==> src/rtl/active_pixel_loader.sv <==
// Write-side loader for the double-buffered active-pixel mask memory: serialises
// 32-bit mask words LSB-first into per-pixel writes and flips banks on frame swap.
module active_pixel_loader #(
   parameter int WORD_W = 32,
   parameter int DEPTH  = 512,
   parameter int ADDR_W = 9
) (
   input  logic              clk_i,
   input  logic              rst_n_i,
   input  logic [WORD_W-1:0] s_data_i,
   input  logic              s_valid_i,
   output logic              s_ready_o,
   input  logic              swap_i,
   output logic [ADDR_W-1:0] waddr_o,
   output logic              wdata_o,
   output logic              wen_o,
   output logic              mem_selector_o,
   output logic              buf_full_o,
   output logic              swap_miss_o
);

   localparam int CNT_W = (WORD_W > 1) ? $clog2(WORD_W) : 1;

   typedef enum logic [1:0] {IDLE, SHIFT, FULL} state_t;

   state_t            state_q, state_d;
   logic [WORD_W-1:0] sreg_q, sreg_d;
   logic [CNT_W-1:0]  cnt_q, cnt_d;
   logic [ADDR_W-1:0] ptr_q, ptr_d, waddr_d;
   logic              wdata_d, wen_d, sel_d, full_d, miss_d;
   logic              swap_ok;
   logic              ptr_last;

   assign s_ready_o = (state_q == IDLE);
   assign ptr_last  = (ptr_q == ADDR_W'(DEPTH - 1));
   // A swap only counts once buf_full_o is visible, so one coincident with the last write is a miss.
   assign swap_ok   = swap_i && (state_q == FULL) && buf_full_o;

   always_comb begin
      state_d = state_q;
      sreg_d  = sreg_q;
      cnt_d   = cnt_q;
      ptr_d   = ptr_q;
      waddr_d = waddr_o;
      wdata_d = wdata_o;
      wen_d   = 1'b0;
      sel_d   = mem_selector_o;
      full_d  = buf_full_o;
      miss_d  = swap_i && !swap_ok;
      case (state_q)
         IDLE: begin
            if (s_valid_i) begin
               sreg_d  = s_data_i;
               cnt_d   = '0;
               state_d = SHIFT;
            end
         end
         SHIFT: begin
            wen_d   = 1'b1;
            wdata_d = sreg_q[0];
            waddr_d = ptr_q;
            sreg_d  = sreg_q >> 1;
            cnt_d   = cnt_q + 1'b1;
            ptr_d   = ptr_last ? '0 : ptr_q + 1'b1;
            if (cnt_q == CNT_W'(WORD_W - 1)) begin
               state_d = ptr_last ? FULL : IDLE;
            end
         end
         FULL: begin
            if (swap_ok) begin
               sel_d   = ~mem_selector_o;
               full_d  = 1'b0;
               state_d = IDLE;
            end else begin
               full_d  = 1'b1;
            end
         end
         default: state_d = IDLE;
      endcase
   end

   always_ff @(posedge clk_i or negedge rst_n_i) begin
      if (!rst_n_i) begin
         state_q        <= IDLE;
         sreg_q         <= '0;
         cnt_q          <= '0;
         ptr_q          <= '0;
         waddr_o        <= '0;
         wdata_o        <= 1'b0;
         wen_o          <= 1'b0;
         mem_selector_o <= 1'b0;
         buf_full_o     <= 1'b0;
         swap_miss_o    <= 1'b0;
      end else begin
         state_q        <= state_d;
         sreg_q         <= sreg_d;
         cnt_q          <= cnt_d;
         ptr_q          <= ptr_d;
         waddr_o        <= waddr_d;
         wdata_o        <= wdata_d;
         wen_o          <= wen_d;
         mem_selector_o <= sel_d;
         buf_full_o     <= full_d;
         swap_miss_o    <= miss_d;
      end
   end

endmodule

==> config.mk <==
export PLATFORM = sky130hd
export DESIGN_NAME = active_pixel_loader
export DESIGN_NICKNAME = d
export VERILOG_FILES = /design/src/rtl/active_pixel_loader.sv
export SDC_FILE = /design/constraint.sdc
export NUM_CORES = 1
export LEC_CHECK = 0
export CAP_MARGIN = 20
export CORE_AREA = 10 10 90 92
export DETAILED_ROUTE_END_ITERATION = 6
export DIE_AREA = 0 0 100 102
export PLACE_DENSITY = 0.74
export SETUP_SLACK_MARGIN = 0.02
export SLEW_MARGIN = 20
export SYNTH_ARGS = -nofsm -noshare
export SYNTH_HDL_FRONTEND = slang
export SYNTH_SLANG_ARGS = --single-unit
==> constraint.sdc <==
create_clock -name clk_i -period 2 [get_ports clk_i]
set_input_delay 0.4 -clock clk_i [delete_from_list [all_inputs] [get_ports clk_i]]
set_output_delay 0.4 -clock clk_i [all_outputs]
set_load 0.02 [all_outputs]
=== After elaboration in Yosys (flattened, before gate mapping) ===
Cells that the tools add are included.

* Output and inout bits: 15
* Register bits: 62
* Word-level logic and storage cells: 41
* Memories kept: 0
* ROM bits: 0
* Bits in writable memories: 0
* Bits in latches: 0

* Divide/modulo/power cells: 0
* Reductions and logical operators: 9
* Muxes and demuxes: 12
* Equal/unequal tests: 7
* Magnitude comparators: 0
* Bitwise logic cells: 1
* Add/sub/neg operators: 2
* Shift-type cells: 0
* $mul: 0

{| class="wikitable"
|+ Operators with widths
! kind !! count
|-
| case mux 32 bit (2 select lines) || 1
|-
| 2-to-1 mux 32 bit || 1
|-
| case mux 5 bit (2 select lines) || 1
|-
| adder 9 x 1 -> 9 bit, second input constant || 1
|-
| == test 9 bit, second input constant || 1
|-
| 2-to-1 mux 9 bit || 1
|-
| 2-to-1 mux 2 bit || 4
|-
| != test 2 bit, second input constant || 3
|-
| case mux 2 bit (3 select lines) || 1
|-
| adder 5 x 1 -> 5 bit, second input constant || 1
|-
| == test 5 bit, second input constant || 1
|-
| 2-to-1 mux 5 bit || 1
|-
| AND reduction 2 bit || 2
|-
| logical AND 1 bit || 3
|-
| AND reduction 3 bit || 1
|-
| == test 2 x 1 -> 1 bit, second input constant || 1
|-
| == test 2 bit, second input constant || 1
|-
| logical NOT 2 bit || 1
|-
| 2-to-1 mux 1 bit || 2
|-
| nonzero test 2 bit || 1
|-
| logical NOT 1 bit || 1
|-
| NOT 1 bit || 1
|}

=== Longest topological paths before layout ===
Gate-level depths: netlist (run 1).

* Word-level depth: 5
* Mapped depth: 8

=== Worst setup path before layout (run 1) ===
No wires, ideal clock.

* Path kind: reg2reg
* From: register ptr_q[0]
* To: register ptr_q[6]
* Data arrival time: 2068 ps
* Path slack: -172 ps
* Path buffers: 0
* Cell stages (with the launch flop): 9
* Setup time: 104 ps
* Cell sequence: dfrtp_1 -> ha_1 -> inv_1 -> nor2_1 -> and3_1 -> ha_1 -> or3b_4 -> or4_1 -> o311ai_1

* Cells in the longest elaborated chain, start to end: 2
* Elaborated cells between the ends (all ways): 3

{| class="wikitable"
|+ Ends and longest elaborated chain
! element !! RTL line !! text
|-
| start: declaration || 29 || <nowiki>logic [ADDR_W-1:0] ptr_q, ptr_d, waddr_d;</nowiki>
|-
| start signal: assignment || 98 || <nowiki>ptr_q <= ptr_d;</nowiki>
|-
| adder 9 x 1 -> 9 bit or == test 9 bit (tied branches) || 64, 35 ||
|-
| 2-to-1 mux 9 bit * || 64 || <nowiki>ptr_d = ptr_last ? '0 : ptr_q + 1'b1;</nowiki>
|}

Mark *: on every way between the ends. The rest lies on a longest branch, timed or not.
A chain may end at the register's enable or synchronous reset.

=== Worst setup path in the final report (run 1) ===
* From: register ptr_q[1]
* To: register ptr_q[6]

Same word-level chain as after synthesis.

==> impl_metrics.toml, run 1 <==
[status]
outcome = "finished, final reports clean"

[critical_path]
r2r_start = "ptr_q[1]$_DFFE_PN0P_"
max_stage_delay_ps = 410
path_max_fanout = 4
crit_required_ps = 2220
path_cells = "ha_2, inv_2, nor2_2, and3_4, ha_4, or3b_4, or4_1, o311ai_1"
worstSetupPathType = "flop to flop"
critPathArrivalTime_ps = 2210
ff2ff_path_depth = 8
crit_path_end_kind = "flop"
critPathSlowestCell = "or4_1"
reg2reg_slack_ps = 10
rr_endpoint = "ptr_q[6]$_DFFE_PN0P_"
cp-start-kind = "flop"

[cts]
cts_buffers = 9
ctsHoldBuffers = 0
cts_max_level = 3
clk_latency_ps = 330
cts_root_buffer = "clkbuf_8"
cts_sinks = 62
cts_tree = "done"
clock_path_buffers = 2
clk_pin_slew_worst_paths_ps = 70

[grt]
grt.busiest_layer = "met2"
grt_pass1_wl_um = 10500
grt-ovfl-total = 0
antenna_found_initial = 0
gr-usage-met3_pct = 3.58
grt.met1_usage_pct = 15.9
use_met2_pct = 19.4
grt_pass1_vias = 2271
grt_max_degree = 46
track_usage_pct = 12.5

[route]
drc_errors = 0
dr.pass1.iters = 4
routed_wl_um = 6290
drtIter0Drc = 116
drtAntennaViolNets = 0
vias_per_cell = 5.21
drt-wirelength-per-cell_um = 13.9
vias = 2359

[floorplanning]
io_pins = 51
core_area_sq_um = 6280
die_width_um = 100
start_util_pct = 46.7
row_count = 29
fp.dieArea_sq_um = 10200
die_h_um = 102

[sta]
setup_viol = 0
hold_viol_final = 0
tightest_slew_ps = 480
slew_viol_final = 0
fin_worst_skew_ps = 6.10
rsz0062_at_grt = "yes"
setup_ws_ps = 9.92
fin_crit_sh_pct = 99.5
relSlewSlack_pct = 67.9
period_needed_ps = 1990
fmax_mhz = 502

[placement]
hpwl_um = 4420
dp_slack_ps = 16.7
dp_cells = 436
port_buffers = 50
place.gp.congestion = 0.803

[power]
powerDensity_nw_per_um2 = 1200
p_leak_nw = 1.85
ir_drop_mv = 0.685

[run]
maxCapViolCount = 0

[layout]
layout-drive-gt1-share_pct = 13.0
antenna_cells = 0
layout.cells.non_filler = 453
final_nets = 412
area.growth.synth_to_final_pct = 30.4
utilization_pct = 60.9

[yosys]
syn_nets = 353
syn_area_per_cell_sq_um = 9.36
ys_seq_elements = 62
yosysSeqAreaShare_pct = 52.9
synth_cells = 313
ys_types = 34
synthesis.area_sq_um = 2930
synth-warning-count = 0

[worst_hold_path]
hp-class = "input pin to async pin"
[layout make-up]
cell class | instances | area (sq um)
Fill cell | 546 | 2460
Clock inverter | 5 | 50.0
Timing Repair Buffer | 70 | 657
Clock buffer | 10 | 138
Inverter | 4 | 15.0
Tap cell | 77 | 96.3
Sequential cell | 62 | 1550
Multi-Input combinational cell | 225 | 1310
[layout by cell type (no fill, tap or decap), types with 3 or more instances in the layout]
cell | synthesis | final
clkbuf_8 | 0 | 10
nand2_1 | 74 | 74
inv_1 | 4 | 3
clkdlybuf4s50_1 | 0 | 48
dfrtp_1 | 62 | 61
nor2b_1 | 3 | 3
a22o_1 | 4 | 4
a21oi_1 | 31 | 31
nand3_1 | 8 | 7
nor2_1 | 5 | 4
and3b_1 | 31 | 31
o21ai_0 | 40 | 39
clkinv_2 | 0 | 4
buf_4 | 1 | 19
[synthesized netlist by cell type]
cell type | n | area share, %
a21boi_0 | 1 | 0.26
a21oi_1 | 31 | 5.3
a22o_1 | 4 | 1.2
a2bb2oi_1 | 1 | 0.30
a31oi_1 | 1 | 0.21
a32o_1 | 1 | 0.34
and3_1 | 2 | 0.43
and3b_1 | 31 | 9.3
buf_1 | 2 | 0.26
buf_2 | 2 | 0.34
buf_4 | 1 | 0.26
clkbuf_1 | 17 | 2.2
dfrtp_1 | 62 | 53
ha_1 | 4 | 1.7
inv_1 | 4 | 0.51
mux2_2 | 2 | 0.77
mux2i_1 | 2 | 0.68
nand2_1 | 74 | 9.5
nand2b_1 | 1 | 0.21
nand3_1 | 8 | 1.4
nand3b_1 | 1 | 0.26
nand4_1 | 1 | 0.21
nor2_1 | 5 | 0.64
nor2b_1 | 3 | 0.64
nor3b_1 | 1 | 0.26
o21a_1 | 1 | 0.26
o21ai_0 | 40 | 6.8
o21bai_2 | 1 | 0.38
o311ai_1 | 1 | 0.30
o31ai_1 | 2 | 0.51
or2b_1 | 1 | 0.26
or3b_4 | 1 | 0.38
or4_1 | 3 | 0.77
xnor2_1 | 1 | 0.30
[state kept, by name, indices dropped and copies added, names as in the netlist, 2 cells and up]
signal and cells:
waddr_o 9, sreg_q 32, cnt_q 5, ptr_q 9, state_q 2
[worst max path at each step]
stage	cells after the start	to	startpoint	slack, ps
finish	8	ptr_q[6]$_DFFE_PN0P_	ptr_q[1]$_DFFE_PN0P_	10
detailed placement	8	ptr_q[6]$_DFFE_PN0P_	ptr_q[1]$_DFFE_PN0P_	20
global placement	8	ptr_q[6]$_DFFE_PN0P_	ptr_q[1]$_DFFE_PN0P_	50
global route	8	ptr_q[6]$_DFFE_PN0P_	ptr_q[1]$_DFFE_PN0P_	-70
floorplan	8	ptr_q[6]$_DFFE_PN0P_	ptr_q[1]$_DFFE_PN0P_	-30
CTS	8	ptr_q[6]$_DFFE_PN0P_	ptr_q[1]$_DFFE_PN0P_	30
[layer usage]
metal	wire length (um)	share of wire, %	vias up
met5	0	0	-
met4	85	1.4	0
met3	281	4.5	9
met2	2910	46	45
met1	3020	48	1099
li1	-	-	1206
[metrics by stage]
step                hold slack, ps  setup TNS (ps)  area [sq um]  power (W)
floorplan                      104           -25.6          2950    0.00289
global placement               357               0          3600    0.00347
detailed placement             367               0          3600    0.00354
global route                  22.8           -81.9          3820    0.00494
finish                        1.67               0          3820    0.00459
CTS                           6.90               0          3790    0.00460
[where the power goes]
| group | switching (W) | total (W) | leakage (nW) | internal [W] |
|---|---|---|---|---|
| registers | 0.000271 | 0.00197 | 0.800 | 0.00170 |
| clock network | 0.000464 | 0.00106 | 0.102 | 0.000593 |
| logic | 0.000770 | 0.00157 | 0.950 | 0.000795 |
| total | 0.00151 | 0.00459 | 1.85 | 0.00309 |
[worst max-delay path: cells and delay by family, from the launching register on]
kind,cells,cell delay (ps)
and+or+nand+nor,4,1000
adders and majority gates,2,350
buffers and inverters,1,60
DFF,1,390
AOI/OAI and AO/OA,1,90
[what timing repair did]
| item | CTS | global route |
|---|---|---|
| resized for setup | 3 | 4 |
| buffers inserted | 0 | 2 |
| endpoints found under the setup margin | 2 | 3 |
| pin swaps | 0 | 0 |
| endpoints found under the hold margin | 0 | 0 |
[cell families (layout without fill, tap and decap cells)]
group                      count (synthesis)  in the layout  synth area share, %
xor gates and xnor gates                   1              1                0.299
adders and majority gates                  4              4                 1.71
DFF                                       62             62                 52.9
and+or+nand+nor                          132            132                 24.2
AOI/OAI and AO/OA                         84             84                 15.9
muxes                                      4              4                 1.45
buffers and inverters                     26             89                 3.54
Note: power is estimated with default switching activity, not from simulation.
==> run 2: changes to the inputs <==
--- a/config.mk
+++ b/config.mk
@@ -15,3 +15,4 @@
 export SYNTH_ARGS = -nofsm -noshare
 export SYNTH_HDL_FRONTEND = slang
 export SYNTH_SLANG_ARGS = --single-unit
+export TNS_END_PERCENT = 1
==> run 2 against run 1 <==
Against the previous run:
- maximum frequency up 0.94%
- highest routed layer unchanged
- largest cell class unchanged
- global-route usage up 0.081 points
- clock-buffer cell count up 4
- non-clock buffer count down 3
- routed wire length down 2.4%
- register-to-register slack better by 20 ps
- sequential cell count unchanged
- critical endpoint unchanged
- sequential share of layout area up 0.49 points
- first-iteration DRC count down 5.2%
- worst setup slack better by 19 ps
- cell count down 0.66%
==> impl_metrics.toml, run 2 (synthesis results as in run 1) <==
[layout]
area.growth.synth_to_final_pct = 28.8
fillers = 569
fin_area_sq_um = 3770
top_register = "sreg_q"
final_cell_mix = "74 x nand2_1, 61 x dfrtp_1, 48 x clkdlybuf4s50_1, 40 x o21ai_0"
final_common_cell = "nand2_1"
top_regs = "sreg_q (32), ptr_q (9), waddr_o (9)"
largest_reg_flops = 32
layout-drive-gt1-share_pct = 10.7
antenna_cells = 0
final_nets = 409
layout.cells.non_filler = 450

[floorplanning]
die_width_um = 100
core_area_sq_um = 6280
io_pins = 51
fp.dieArea_sq_um = 10200
row_count = 29
start_util_pct = 46.7
die_h_um = 102

[critical_path]
critPathArrivalTime_ps = 2220
crit_path_end_kind = "flop"
path_max_fanout = 4
cp-start-kind = "flop"
worstSetupPathType = "flop to flop"
crit_required_ps = 2240

[sta]
rsz0062_at_grt = "yes"
timing.hold.ws_ps = 58.3
fin_worst_skew_ps = 7.39
slew_viol_final = 0
tightest_slew_ps = 435
setup_ws_ps = 28.5
setup_viol = 0
period_needed_ps = 1970
hold_viol_final = 0
fmax_mhz = 507
fin_crit_sh_pct = 98.6
relSlewSlack_pct = 70.9
fin_tns_setup_ps = 0

[power]
p_leak_nw = 1.83
powerDensity_nw_per_um2 = 1190
ir_drop_mv = 0.739

[grt]
grt_max_degree = 63
grt_pass1_vias = 2360
grt-ovfl-total = 0
track_usage_pct = 12.6
antenna_found_initial = 0
grt_pass1_wl_um = 10500

[cts]
cts_max_level = 3
cts_root_buffer = "clkbuf_8"
clock_path_buffers = 2
clk_latency_ps = 340
cts_buffers = 9
cts_tree = "done"
clk_pin_slew_worst_paths_ps = 70
cts_sinks = 62

[run]
maxCapViolCount = 0

[worst_hold_path]
hp-class = "input pin to async pin"

[placement]
hpwl_um = 4170
place.gp.congestion = 0.800
dp_cells = 434
dpl_cell_area_sq_um = 3580
port_buffers = 50
dp_slack_ps = 14.7

[route]
routed_wl_um = 6140
wl_met2_um = 2860
vias_per_cell = 5.24
dr.pass1.iters = 4
wl_met3_um = 324
top_layer = "met4"
drtIter0Drc = 110
vias = 2360
drc_errors = 0
drtAntennaViolNets = 0
drt-wirelength-per-cell_um = 13.6
wl_met1_um = 2870

[status]
outcome = "finished, final reports clean"
-- run 2: cell types whose count changed in the layout (fill, tap and decap cells not counted), sizes merged --
cell and delta:
dlymetal6s2s +1, dlygate4sd2 -1, clkbuf +4, clkinv -3, buf -3, bufinv -1
-- run 2: worst max-delay path, stage by stage (launching register included) --
cell      delay [ps]
dfrtp_1          380
ha_2             200
inv_2             70
nor2_1            50
and3_4           160
ha_4             150
or3b_4           380
or4_1            410
o311ai_1          80
-- run 2: repair_timing --
| action | 4_1_cts | 5_1_grt |
|---|---|---|
| pin swaps | 1 | 2 |
| hold buffers | 0 | 0 |
| cloned | 0 | 0 |
| endpoints found under the setup margin | 3 | 4 |
| setup buffers | 1 | 0 |
| gates resized for setup | 0 | 2 |
-- run 2: power by group --
group | internal [W] | total (W) | switching [W]
Clock | 0.000544 | 0.00101 | 0.000468
Sequential | 0.00170 | 0.00196 | 0.000260
Combinational | 0.000757 | 0.00151 | 0.000752
Total | 0.00300 | 0.00448 | 0.00148
-- run 2: layout make-up --
type                            count  area (sq um)  share of cell area [%]
Clock inverter                      1          5.00                   0.133
Multi-Input combinational cell    225          1290                    34.3
Clock buffer                       14           173                    4.57
Timing Repair Buffer               67           638                    16.9
Inverter                            4          15.0                   0.398
Tap cell                           77          96.3                    2.55
Sequential cell                    62          1550                    41.1
-- run 2: layer usage --
metal | vias up | global-route usage, %
met2 | 50 | 20.0
li1 | 1195 | -
met3 | 10 | 5.67
met4 | 0 | 5.00
met1 | 1105 | 14.7
met5 | - | 0
-- run 2: through the flow --
stage               utilization [%]  total power, W
floorplan                         -         0.00289
global placement               57.1         0.00342
detailed placement             57.1         0.00349
CTS                            60.0         0.00453
global route                   60.1         0.00482
finish                         60.1         0.00448
-- run 2: path summary, 6_finish.rpt --
| kind | startpoint | to | slack, ps | depth (start not counted) |
|---|---|---|---|---|
| max | ptr_q[0]$_DFFE_PN0P_ | ptr_q[6]$_DFFE_PN0P_ | 30 | 8 |
| min | rst_n_i | swap_miss_o$_DFF_PN0_ | 60 | 2 |
| max reg2reg | ptr_q[0]$_DFFE_PN0P_ | ptr_q[6]$_DFFE_PN0P_ | 30 | 8 |
| min reg2reg | waddr_o[5]$_DFFE_PN0P_ | waddr_o[5]$_DFFE_PN0P_ | 470 | 2 |
| max in group asynchronous | rst_n_i | state_q[0]$_DFFE_PN0P_ | 1670 | 2 |
| min in group clk_i | waddr_o[5]$_DFFE_PN0P_ | waddr_o[5]$_DFFE_PN0P_ | 470 | 2 |
